`config.mk`:
```
export PLATFORM = sky130hd
export DESIGN_NAME = lfsr_hexgen
export DESIGN_NICKNAME = d
export VERILOG_FILES = /design/src/rtl/lfsr_hexgen.sv
export SDC_FILE = /design/constraint.sdc
export NUM_CORES = 1
export LEC_CHECK = 0
export BUFFER_PORTS_ARGS = -buffer_cell sky130_fd_sc_hd__buf_4
export CORE_MARGIN = 2
export CORE_UTILIZATION = 55
export CTS_CLUSTER_DIAMETER = 80
export DETAILED_ROUTE_END_ITERATION = 10
export PLACE_DENSITY = 0.84
export SYNTH_ARGS = -nofsm -noshare
export SYNTH_HDL_FRONTEND = slang
export SYNTH_SLANG_ARGS = --single-unit
```
`constraint.sdc`:
```
create_clock -name clk -period 3.5 [get_ports clk]
set_clock_uncertainty 0.15 [all_clocks]
set_input_delay 0.7 -clock clk [delete_from_list [all_inputs] [get_ports clk]]
set_output_delay 0.7 -clock clk [all_outputs]
set_load 0.01 [all_outputs]
```
`src/rtl/lfsr_hexgen.sv`:
```
// Fibonacci LFSR generator with seed load, single-step and free-run modes,
// period measurement against the last load/reset origin, and registered
// active-low 7-segment encoding of every nibble of the current state.
module lfsr_hexgen #(
  parameter int              WIDTH  = 8,
  parameter logic [WIDTH-1:0] TAPS  = 'h1D,
  parameter logic [WIDTH-1:0] SEED  = 1,
  parameter int              DIV    = 1,
  localparam int             DIGITS = (WIDTH + 3) / 4
) (
  input  logic                  clk,
  input  logic                  rst,
  input  logic [1:0]            mode,
  input  logic                  step,
  input  logic                  load,
  input  logic [WIDTH-1:0]      seed_in,
  output logic [WIDTH-1:0]      value,
  output logic                  adv,
  output logic                  zero_fix,
  output logic [WIDTH-1:0]      period,
  output logic                  period_ok,
  output logic [7*DIGITS-1:0]   hex
);

  localparam int              DCW      = (DIV > 1) ? $clog2(DIV) : 1;
  localparam logic [DCW-1:0]  DIV_LAST = DCW'(DIV - 1);

  // Active-low segments {g,f,e,d,c,b,a} for one hex digit.
  function automatic logic [6:0] seg7(input logic [3:0] nib);
    logic [6:0] s;
    case (nib)
      4'h0: s = 7'h40;  4'h1: s = 7'h79;  4'h2: s = 7'h24;  4'h3: s = 7'h30;
      4'h4: s = 7'h19;  4'h5: s = 7'h12;  4'h6: s = 7'h02;  4'h7: s = 7'h78;
      4'h8: s = 7'h00;  4'h9: s = 7'h10;  4'hA: s = 7'h08;  4'hB: s = 7'h03;
      4'hC: s = 7'h46;  4'hD: s = 7'h21;  4'hE: s = 7'h06;  default: s = 7'h0E;
    endcase
    return s;
  endfunction

  logic                  step_q;
  logic [DCW-1:0]        div_cnt;
  logic [WIDTH-1:0]      origin_reg;
  logic [WIDTH-1:0]      cnt_reg;

  logic [WIDTH-1:0]      value_next;
  logic [WIDTH-1:0]      origin_next;
  logic [WIDTH-1:0]      cnt_next;
  logic [WIDTH-1:0]      period_next;
  logic                  period_ok_next;
  logic                  adv_next;
  logic                  zero_fix_next;
  logic [DCW-1:0]        div_cnt_next;
  logic [7*DIGITS-1:0]   hex_next;
  logic [4*DIGITS-1:0]   padded_next;

  logic                  tick;
  logic                  adv_req;
  logic                  fb;
  logic [WIDTH-1:0]      lfsr_step;

  assign tick      = (mode == 2'b10) && (div_cnt == DIV_LAST);
  assign adv_req   = ((mode == 2'b01) && step && !step_q) || tick;
  assign fb        = ^(value & TAPS);
  assign lfsr_step = {fb, value[WIDTH-1:1]};

  // Next-state selection: load beats an advance request, otherwise hold.
  always_comb begin
    value_next     = value;
    origin_next    = origin_reg;
    cnt_next       = cnt_reg;
    period_next    = period;
    period_ok_next = period_ok;
    adv_next       = 1'b0;
    zero_fix_next  = 1'b0;
    div_cnt_next   = '0;
    if (mode == 2'b10 && !load)
      div_cnt_next = (div_cnt == DIV_LAST) ? '0 : div_cnt + DCW'(1);
    if (load) begin
      value_next     = seed_in;
      origin_next    = seed_in;
      cnt_next       = '0;
      period_ok_next = 1'b0;
    end else if (adv_req) begin
      adv_next = 1'b1;
      if (value == '0) begin
        // Escape the lock-up state; measurement restarts from state 1.
        value_next     = WIDTH'(1);
        zero_fix_next  = 1'b1;
        origin_next    = WIDTH'(1);
        cnt_next       = '0;
        period_ok_next = 1'b0;
      end else begin
        value_next = lfsr_step;
        cnt_next   = cnt_reg + WIDTH'(1);
        if (lfsr_step == origin_reg) begin
          period_next    = cnt_reg + WIDTH'(1);
          period_ok_next = 1'b1;
          cnt_next       = '0;
        end
      end
    end
  end

  // Encode the upcoming value so the display register tracks value with no lag.
  assign padded_next = (4*DIGITS)'(value_next);
  generate
    for (genvar gi = 0; gi < DIGITS; gi++) begin : g_digit
      assign hex_next[7*gi +: 7] = seg7(padded_next[4*gi +: 4]);
    end
  endgenerate

  // State and output registers with asynchronous active-low reset.
  always_ff @(posedge clk or negedge rst) begin
    if (!rst) begin
      value      <= SEED;
      origin_reg <= SEED;
      cnt_reg    <= '0;
      period     <= '0;
      period_ok  <= 1'b0;
      adv        <= 1'b0;
      zero_fix   <= 1'b0;
      step_q     <= 1'b0;
      div_cnt    <= '0;
      hex        <= '0;
      for (int i = 0; i < DIGITS; i++)
        hex[7*i +: 7] <= seg7(((4*DIGITS)'(SEED) >> (4*i)) & (4*DIGITS)'(4'hF));
    end else begin
      value      <= value_next;
      origin_reg <= origin_next;
      cnt_reg    <= cnt_next;
      period     <= period_next;
      period_ok  <= period_ok_next;
      adv        <= adv_next;
      zero_fix   <= zero_fix_next;
      step_q     <= step;
      div_cnt    <= div_cnt_next;
      hex        <= hex_next;
    end
  end

endmodule

```
==> results.md, run 1 <==
* HPWL after detailed placement at ~4000 um
* Die X at about 73 um
* Die height at roughly 73 um
* Largest area contributor in the netlist: dfrtp_1
* H-tree depth at 2
* Core footprint at between 4000 and 5000 sq um
* Final min period at 2650 ps
* PnR worst setup slack at roughly 850 ps
* MaxCap Viol Count at 0
* Number of global-route vias before repair at 1,959
* Critical R2R Launch: value[4]
* Mapped Area at 2640 sq um
* FP Rows at 25
* Met3 Routed Length at about 220 um
* I/O pins at 47
* M1 wire length at 2480 um
* Max Root-Sink Buffers at 2
* Asr flop ratio synth at 100%
* Final net count at 325
* Synthesized Nets at 274
* Crit path kind: register to register
* R2R Setup Slk at 850 ps
* DRC at 0
* TNS Setup at 0 ps
* Slew HR at between 50% and 60%
* Post-synth EDFFs at 0
* Post-DR vias/cell at 5.69
* Clock slew at reported path FFs at 90 ps
* Most frequent cell after synthesis: dfrtp_1
* Dpl ws at slightly above 600 ps
* Total vias in the final route at 2,008
* Total grt overflow at 0
* Largest cells by area after synthesis: dfrtp_1, dfstp_2, ha_1
* Initial cell density of the core at a little under three fifths
* Yosys cell types at 56
* Leakage at around 0.0015 uW
* Total CTS buffers at 5
* Status: finished, final reports clean
* Final core utilization at 67.7%
* Max Used Layer: met4
* Slowest Stage Delay on Critical Path at 510 ps
* Critical Path, Cell by Cell: nor4_4 -> a31oi_1 -> o221ai_1 -> inv_1 -> ha_1 -> nor3b_1 -> a211o_1
* Cts repair resizes at 0
* Worst Path Arrival at roughly 2700 ps
* Peak supply drop at 0.286 mV
* Final ANT Viol Nets at 0
* Max FFs per register at 14
* Layout area overhead at 19.5%
* Iter 0 DRT Violations at approximately 130
* Syn_area_per_cell at 10.7 sq um
* Diode count at 0
* Clock sinks at 50
* Die footprint at 5370 sq um
* Post-synthesis cell count at about 250
* Final setup fails at 0
* DR WL met2 at about 2800 um
* Critical path startpoint: value[4]
* Synth Flop Type: dfrtp_1
* Overall power at 1410 uW
* Hold WC Path Type: primary input to async pin
* Clk Latency, worst-skew pair at 300 ps
* Worst EP required at 3580 ps
* CTS tree: done
* Critical path startpoint category: register
* Largest net degree at the start of global routing at 51
* Final Hold Fails at 0
* Crit path max fanout at 6
* Highest clock rate at 378 MHz
* Final wirelength at 5500 um
* First-pass GRT wire length at 9540 um
* Synth Warn # at 0
* Hold slack at 251 ps
* Total Routing Usage GR at a little under a quarter
* Leading cell types by count after synthesis: dfrtp_1, nand2_1, o21ai_0
* Layout cells sized above 1 at 26.1%
* Initial antenna violation count at 0
* RSZ-0062 raised after global routing: false
* Cell area power density at approximately 450 nW/um^2
* Fin crit share at about three quarters
* TritonRoute pass-1 iters at 4
* Endpoint class of the critical path: register
* Placer Congestion at 0.897
* Top reg by flops: hex
* Yosys top cell area share at between 30 and 40%
* Slew @ Worst Pin at approximately 720 ps
* Slew Limit Fails at 0
* Sequential share of the synthesized area at 47.8%
* Yosys reg bits at 50
* Root Buffer Master: clkbuf_8
* # port buffers at 46
* Slowest CP cell: o221ai_1
* Hold Buf Count CTS at 0
* WL per Instance at ~16 um
* Post-CTS Setup Bufs at 0
==> cells in the final DEF, fill, tap and decap left out, types with 2 or more instances in the layout <==
master and count:
a21o_1 2, a21oi_1 3, a221oi_1 3, a22o_1 9, a31oi_1 3, and2_1 3, and3_1 2, buf_4 51
clkbuf_8 6, dfrtp_1 42, dfstp_2 8, ha_1 13, inv_1 16, inv_2 2, mux2i_1 11, nand2_1 19
nand2b_1 6, nand3_1 9, nor2_1 12, nor2b_1 3, nor3_1 3, nor4_1 2, o21ai_0 18, o21ai_1 6
o221ai_1 2, o2bb2ai_1 2, xnor2_1 5, xor2_1 9
==> final timing paths <==
path	end	cells after the start
max in group asynchronous	value[3]	1
min	origin_reg[1]	1
min in group clk	origin_reg[0]	2
max reg2reg	hex[0]	7
max	hex[0]	7
min reg2reg	origin_reg[0]	2
==> worst max-delay path: cells and delay by family, from the launching register on <==
| kind | cells | cell delay, ps |
|---|---|---|
| compound gates | 3 | 950 |
| fa+ha+maj | 1 | 270 |
| buf+inv | 1 | 180 |
| flops | 1 | 480 |
| simple gates | 2 | 570 |
==> logic make-up (layout without fill, tap and decap cells) <==
logic type               after synthesis  after routing  synth area share [%]
flip-flops                            50             50                  47.8
XOR/XNOR                              15             15                  5.55
multiplexers                          11             11                  4.17
adder cells (fa/ha/maj)               13             13                  6.16
buffers and inverters                 26             78                  3.93
AO/OA/AOI/OAI                         64             64                  18.1
AND/OR/NAND/NOR                       68             68                  14.4
==> layout make-up <==
class                   count  area [sq um]
flip-flops and latches     50          1260
repair buffers             51           383
inverters                  19          73.8
well taps                  54          67.6
clock inverters             2          12.5
clock buffers               6          82.6
multi-input cells         171          1270
fillers                   379          1510
==> stage by stage <==
stage | instances | cell area [sq um]
floorplan | 247 | 2640
detailed placement | 345 | 3060
global placement | 345 | 3060
CTS | 353 | 3160
finish | 353 | 3160
global route | 353 | 3160
==> layer usage <==
layer | GRT usage (%) | up-vias
met3 | 3.70 | 4
met5 | 0 | -
met2 | 38.3 | 58
li1 | - | 976
met4 | 4.94 | 0
met1 | 31.1 | 970
==> where the power goes <==
part	leakage (uW)	switching (uW)	internal, uW
clock	0.0000472	188	159
combinational	0.000841	196	182
sequential	0.000630	40.9	647
Power figures use the tool's default switching activity.
==> inputs of run 2 (changes only) <==
--- a/config.mk
+++ b/config.mk
@@ -5,9 +5,10 @@
 export SDC_FILE = /design/constraint.sdc
 export NUM_CORES = 1
 export LEC_CHECK = 0
+export ABC_AREA = 1
 export BUFFER_PORTS_ARGS = -buffer_cell sky130_fd_sc_hd__buf_4
 export CORE_MARGIN = 2
-export CORE_UTILIZATION = 55
+export CORE_UTILIZATION = 56
 export CTS_CLUSTER_DIAMETER = 80
 export DETAILED_ROUTE_END_ITERATION = 10
 export PLACE_DENSITY = 0.84
==> constraint.sdc (replaced) <==
create_clock -name clk -period 2.77 [get_ports clk]
set_clock_uncertainty 0.15 [all_clocks]
set_input_delay 0.554 -clock clk [delete_from_list [all_inputs] [get_ports clk]]
set_output_delay 0.554 -clock clk [all_outputs]
set_load 0.01 [all_outputs]
==> results.md, run 2 <==
* Cell area power density at between 500 and 600 nW/um^2
* Final ANT Viol Nets at 0
* Largest family of logic cells by synthesized area: simple AND/OR/NAND/NOR gates
* Slew Limit Fails at 0
* Die X at approximately 75 um
* Post-DR vias/cell at 5.17
* DRC at 0
* TritonRoute pass-1 iters at 4
* Clk Latency, worst-skew pair at between 300 and 400 ps
* Largest cells by area after synthesis: dfrtp_1, nand2_1, dfstp_2
* Final Hold Fails at 0
* Die height at 75.2 um
* Yosys cell types at 31
* I/O pins at 47
* Switching share of power at 33.4%
* PnR worst setup slack at around 390 ps
* Endpoint class of the critical path: register
* Worst path most repeated cell: nand2_1
* Layout area overhead at 16.9%
* Crit path kind: register to register
* Largest area contributor in the netlist: dfrtp_1
* Layout cells sized above 1 at 25.1%
* Combinational Power Share at 27.9%
* Hold Buf Count CTS at 0
* Slowest CP cell: dfrtp_1
* Crit path max fanout at 6
* Footprint of the multi-input gates at 1400 sq um
* Total grt overflow at 0
* Status: finished, final reports clean
* Max Root-Sink Buffers at 2
* Slew @ Worst Pin at 623 ps
* Total CTS buffers at 5
* CP Buf/Inv Count at 2
* MaxCap Viol Count at 0
* FILL cells at 432
* Most frequent cell after synthesis: nand2_1
* Top reg by flops: hex
* Synth Area in Compound Gates at 5.65%
* R2R depth at 13
* Clock sinks at 50
* Clock slew at reported path FFs at 90 ps
* Clock power frac at between 20% and 30%
* Max FFs per register at 14
* Yosys reg bits at 50
* Post-CTS Setup Bufs at 0
* Synthesized Nets at 376
* Seq pwr share at 48.5%
* Post-synthesis cell count at approximately 350
* Fin crit share at between 80% and 90%
* Total vias in the final route at around 2,400
* Adder-Cell Fraction of Synth Area at 5.73%
* Core footprint at 4820 sq um
* First-pass GRT wire length at around 10,000 um
* Top delay family on crit path: simple AND/OR/NAND/NOR gates
* Syn_area_per_cell at slightly above 8 sq um
* Dpl ws at roughly 400 ps
* Xor/xnor share of the synthesized area at 3.71%
* Largest net degree at the start of global routing at 51
* Levels on crit path at 13
* Post-synth EDFFs at 0
* Total Routing Usage GR at a little under a quarter
* Synth Area in Simple Gates at roughly 34%
* Final net count at 425
* Slew HR at roughly three fifths
* Initial antenna violation count at 0
* Sequential share of the synthesized area at 44.5%
* Leakage at approximately 0.0018 uW
* Worst EP required at 2870 ps
* CTS tree: done
* Yosys top cell area share at 37.1%
* TNS Setup at 0 ps
* Sw Pwr at between 500 and 600 uW
* Highest clock rate at 419 MHz
* Register area at 1260 sq um
* Mapped Area at 2840 sq um
* HPWL after detailed placement at ~4500 um
* Most common cell after layout, fill and taps aside: nand2_1
* Die footprint at 5650 sq um
* Iter 0 DRT Violations at about 180
* Critical path startpoint category: register
* Slowest Stage Delay on Critical Path at 460 ps
* WL per Instance at 13.0 um
* Final wirelength at 6070 um
* Synth Flop Type: dfrtp_1
* Root Buffer Master: clkbuf_8
* Synth Warn # at 0
* Hold WC Path Type: primary input to async pin
* Worst Path Arrival at 2480 ps
* Multiplexer share of the synthesized area at 0%
* Asr flop ratio synth at 100%
* FP Rows at 25
* Placer Congestion at 0.882
* Final min period at ~2400 ps
* Number of global-route vias before repair at 2,165
* Final core utilization at 68.8%
* Most frequent cells in the layout: nand2_1, buf_4, dfrtp_1
* Cts repair resizes at 0
* Leading cell types by count after synthesis: nand2_1, dfrtp_1, inv_1
* Diode count at 0
* H-tree depth at 2
* Initial cell density of the core at approximately three fifths
* Critical Path, Cell by Cell: inv_1 -> ha_1 -> nand3_1 -> nor2_2 -> nand3_1 -> nand2_1 -> nor2_1 -> ha_1 -> inv_1 -> nand2_1 -> nand2_1 -> nand2_1 -> nand2_1
* # port buffers at 46
* Power Internal at 1190 uW
* RSZ-0062 raised after global routing: false
* Final setup fails at 0
* Peak supply drop at 0.269 mV
-- run 2: changes by cell type in the layout (fill, tap and decap cells not counted), moves of 7 or more --
| cell | previous run | this run |
|---|---|---|
| nand3_1 | 9 | 25 |
| nand2_1 | 19 | 131 |
| o21ai_0 | 18 | 11 |
| inv_1 | 16 | 27 |
| a22o_1 | 9 | 0 |
| mux2i_1 | 11 | 0 |
-- run 2: final timing paths --
check | from | to | slack, ps
min in group clk | step | step_q | 220
max reg2reg | value[3] | hex[3] | 390
max | value[3] | hex[3] | 390
max in group asynchronous | rst | hex[1] | 1930
min reg2reg | period[2] | period[2] | 340
min | rst | period[4] | 100
-- run 2: worst reg2reg max path, cell delays in order, from the launching register on --
cell     delay [ps]
dfrtp_1         460
inv_1           110
ha_1            170
nand3_1         100
nor2_2          280
nand3_1         180
nand2_1          90
nor2_1           90
ha_1            330
inv_1            80
nand2_1          80
nand2_1         100
nand2_1          60
nand2_1          70
-- run 2: per-layer routing --
layer  track usage [%]  share of wire, %  up-vias  wire (um)
li1                  -                 -     1201          -
met1              31.8                46     1121       2790
met2              36.6                47       72       2880
met3              4.69               4.3       15        261
met4              9.16               2.3        0        141
met5                 0                 0        -          0
-- run 2: layout make-up --
cell class,count,area share (%)
Multi-Input combinational cell,258,42.2
Sequential cell,50,38.1
Timing Repair Buffer,46,10.4
Inverter,37,4.27
Tap cell,67,2.53
Clock buffer,7,2.30
Clock inverter,1,0.227
-- run 2: metrics by stage --
stage / hold slack, ps / instance area [sq um] / instances / power (uW)
final: 98.1 / 3310 / 466 / 1790
after global routing: 155 / 3310 / 466 / 1900
after CTS: 124 / 3310 / 466 / 1800
after detailed placement: 318 / 3230 / 458 / 1380
after global placement: 316 / 3230 / 458 / 1360
after floorplan: 108 / 2840 / 349 / 1190
-- run 2: logic make-up after synthesis --
family          count (synthesis)
fa+ha+maj                      13
buf+inv                        41
xor+xnor                       12
simple gates                  207
compound gates                 26
flops                          50
-- run 2: power by group through the flow --
stage               clock [uW]  combinational (uW)  sequential (uW)
finish                     423                 500              870
global route               460                 558              878
CTS                        427                 500              870
detailed placement           0                 494              883
global placement             0                 479              882
floorplan                    0                 283              903
==> inputs of run 3 (changes only) <==
--- a/config.mk
+++ b/config.mk
@@ -5,10 +5,10 @@
 export SDC_FILE = /design/constraint.sdc
 export NUM_CORES = 1
 export LEC_CHECK = 0
-export ABC_AREA = 1
+export ABC_AREA = 0
 export BUFFER_PORTS_ARGS = -buffer_cell sky130_fd_sc_hd__buf_4
 export CORE_MARGIN = 2
-export CORE_UTILIZATION = 56
+export CORE_UTILIZATION = 55
 export CTS_CLUSTER_DIAMETER = 80
 export DETAILED_ROUTE_END_ITERATION = 10
 export PLACE_DENSITY = 0.84
==> constraint.sdc (replaced) <==
create_clock -name clk -period 2.77 [get_ports clk]
set_clock_uncertainty 0.15 [all_clocks]
set_input_delay 0.554 -clock clk [delete_from_list [all_inputs] [get_ports clk]]
set_output_delay 0.554 -clock clk [all_outputs]
set_load 0.005 [all_outputs]
==> results.md, run 3 (synthesis results as in run 1) <==
* FILL cells at 361
* Levels on crit path at 7
* WL per Instance at between 15 and 20 um
* Core footprint at 4660 sq um
* Slowest CP cell: dfrtp_1
* Peak supply drop at 0.296 mV
* Max FFs per register at 14
* DRC at 0
* Leakage at 0.00155 uW
* Initial cell density of the core at between 50% and 60%
* Footprint of the multi-input gates at 1290 sq um
* Placer Congestion at 0.921
* Layout cells sized above 1 at a little over a quarter
* # port buffers at 46
* CP Buf/Inv Count at 1
* Status: finished, final reports clean
* Placed insts at 348
* MaxCap Viol Count at 0
* Clock slew at reported path FFs at 90 ps
* R2R depth at 7
* Highest clock rate at 392 MHz
* I/O pins at 47
* Final net count at 328
* Slowest Stage Delay on Critical Path at slightly below 500 ps
* TNS Setup at 0 ps
* CTS tree: done
* Worst Path Arrival at around 2600 ps
* Root Buffer Master: clkbuf_8
* HPWL after detailed placement at around 3900 um
* Clk Latency, worst-skew pair at 310 ps
* Final ANT Viol Nets at 0
* Final min period at 2550 ps
* Number of global-route vias before repair at 1,857
* First-pass GRT wire length at about 8900 um
* Max Root-Sink Buffers at 2
* Post-CTS Setup Bufs at 0
* Clock sinks at 50
* Layout area overhead at 21.9%
* Crit path kind: register to register
* FP Rows at 25
* Total grt overflow at 0
* Largest net degree at the start of global routing at 51
* Die X at approximately 73 um
* Crit path max fanout at 6
* Hold WC Path Type: primary input to async pin
* Slew HR at 22.8%
* Total CTS buffers at 5
* Die height at 73.3 um
* Reg-to-Reg End: hex[0]
* Diode count at 0
* Most common cell after layout, fill and taps aside: buf_4
* H-tree depth at 2
* Crit path to: hex[0]
* Final Hold Fails at 0
* Die footprint at 5370 sq um
* Most frequent cells in the layout: buf_4, dfrtp_1, nand2_1
* Slew Limit Fails at 0
* Initial antenna violation count at 0
* Top delay family on crit path: compound AO/OA/AOI/OAI gates
* Register area at 1260 sq um
* Fin crit share at 92.0%
* Cell area power density at between 500 and 600 nW/um^2
* Iter 0 DRT Violations at 109
* Final wirelength at approximately 5400 um
* Endpoint class of the critical path: register
* Critical R2R Launch: value[4]
* Cts repair resizes at 0
* R2R Setup Slk at 220 ps
* Non-filler cells, final at 356
* Final setup fails at 0
* TritonRoute pass-1 iters at 4
* Total Routing Usage GR at between 20% and 30%
* RSZ-0062 raised after global routing: false
* Post-DR vias/cell at ~5.7
* Worst EP required at roughly 2900 ps
* Critical path startpoint: value[4]
* Slew @ Worst Pin at 1140 ps
* Total vias in the final route at 2,040
* Critical path startpoint category: register
* Top reg by flops: hex
* Critical Path, Cell by Cell: nor4_4 -> a31oi_1 -> o221ai_2 -> inv_1 -> ha_1 -> nor3b_1 -> a211o_1
* Hold Buf Count CTS at 0
-- run 3: layout make-up --
type / instances / area share, %
clock buffer: 7 / 2.68
clock inverter: 1 / 0.933
inverter: 19 / 2.29
multi-input combinational: 171 / 40.2
sequential: 50 / 39.2
tap: 54 / 2.10
timing repair buffer: 54 / 12.6
-- run 3: layer usage --
layer | wire [um] | GRT usage (%) | part of all wire [%]
met5 | 0 | 0 | 0
met4 | 66 | 6.79 | 1.2
met3 | 235 | 3.84 | 4.4
met2 | 2580 | 33.9 | 48
met1 | 2490 | 30.5 | 46
-- run 3: worst min path at each step --
stage | from | to | slack (ps) | cells after the start
global route | rst | origin_reg[1] | 150 | 1
global placement | origin_reg[0] | origin_reg[0] | 310 | 2
CTS | rst | origin_reg[5] | 130 | 1
detailed placement | origin_reg[0] | origin_reg[0] | 320 | 2
floorplan | rst | adv | 110 | 0
finish | rst | step_q | 100 | 1
-- run 3: worst reg2reg max path, stage by stage, from the launching register on --
cell	delay, ps
dfrtp_1	490
nor4_4	440
a31oi_1	170
o221ai_2	360
inv_1	150
ha_1	250
nor3b_1	140
a211o_1	320
-- run 3: where the power goes --
group	total [uW]	switching [uW]	leakage [uW]	internal (uW)
logic	456	223	0.000859	233
registers	867	49.9	0.000630	817
clock network	537	242	0.0000585	295
total	1860	515	0.00155	1340
-- run 3: through the flow --
stage / hold slack [ps] / worst slack [ps] / instance area (sq um) / util (%) / power (uW)
after floorplan: 108 / 186 / 2650 / - / 1140
after global placement: 311 / 115 / 3090 / 66.3 / 1320
after detailed placement: 321 / 7.92 / 3090 / 66.3 / 1330
after CTS: 131 / 69.4 / 3210 / 68.8 / 1860
after global routing: 155 / 104 / 3220 / 69.0 / 1960
final: 103 / 222 / 3220 / 69.0 / 1860
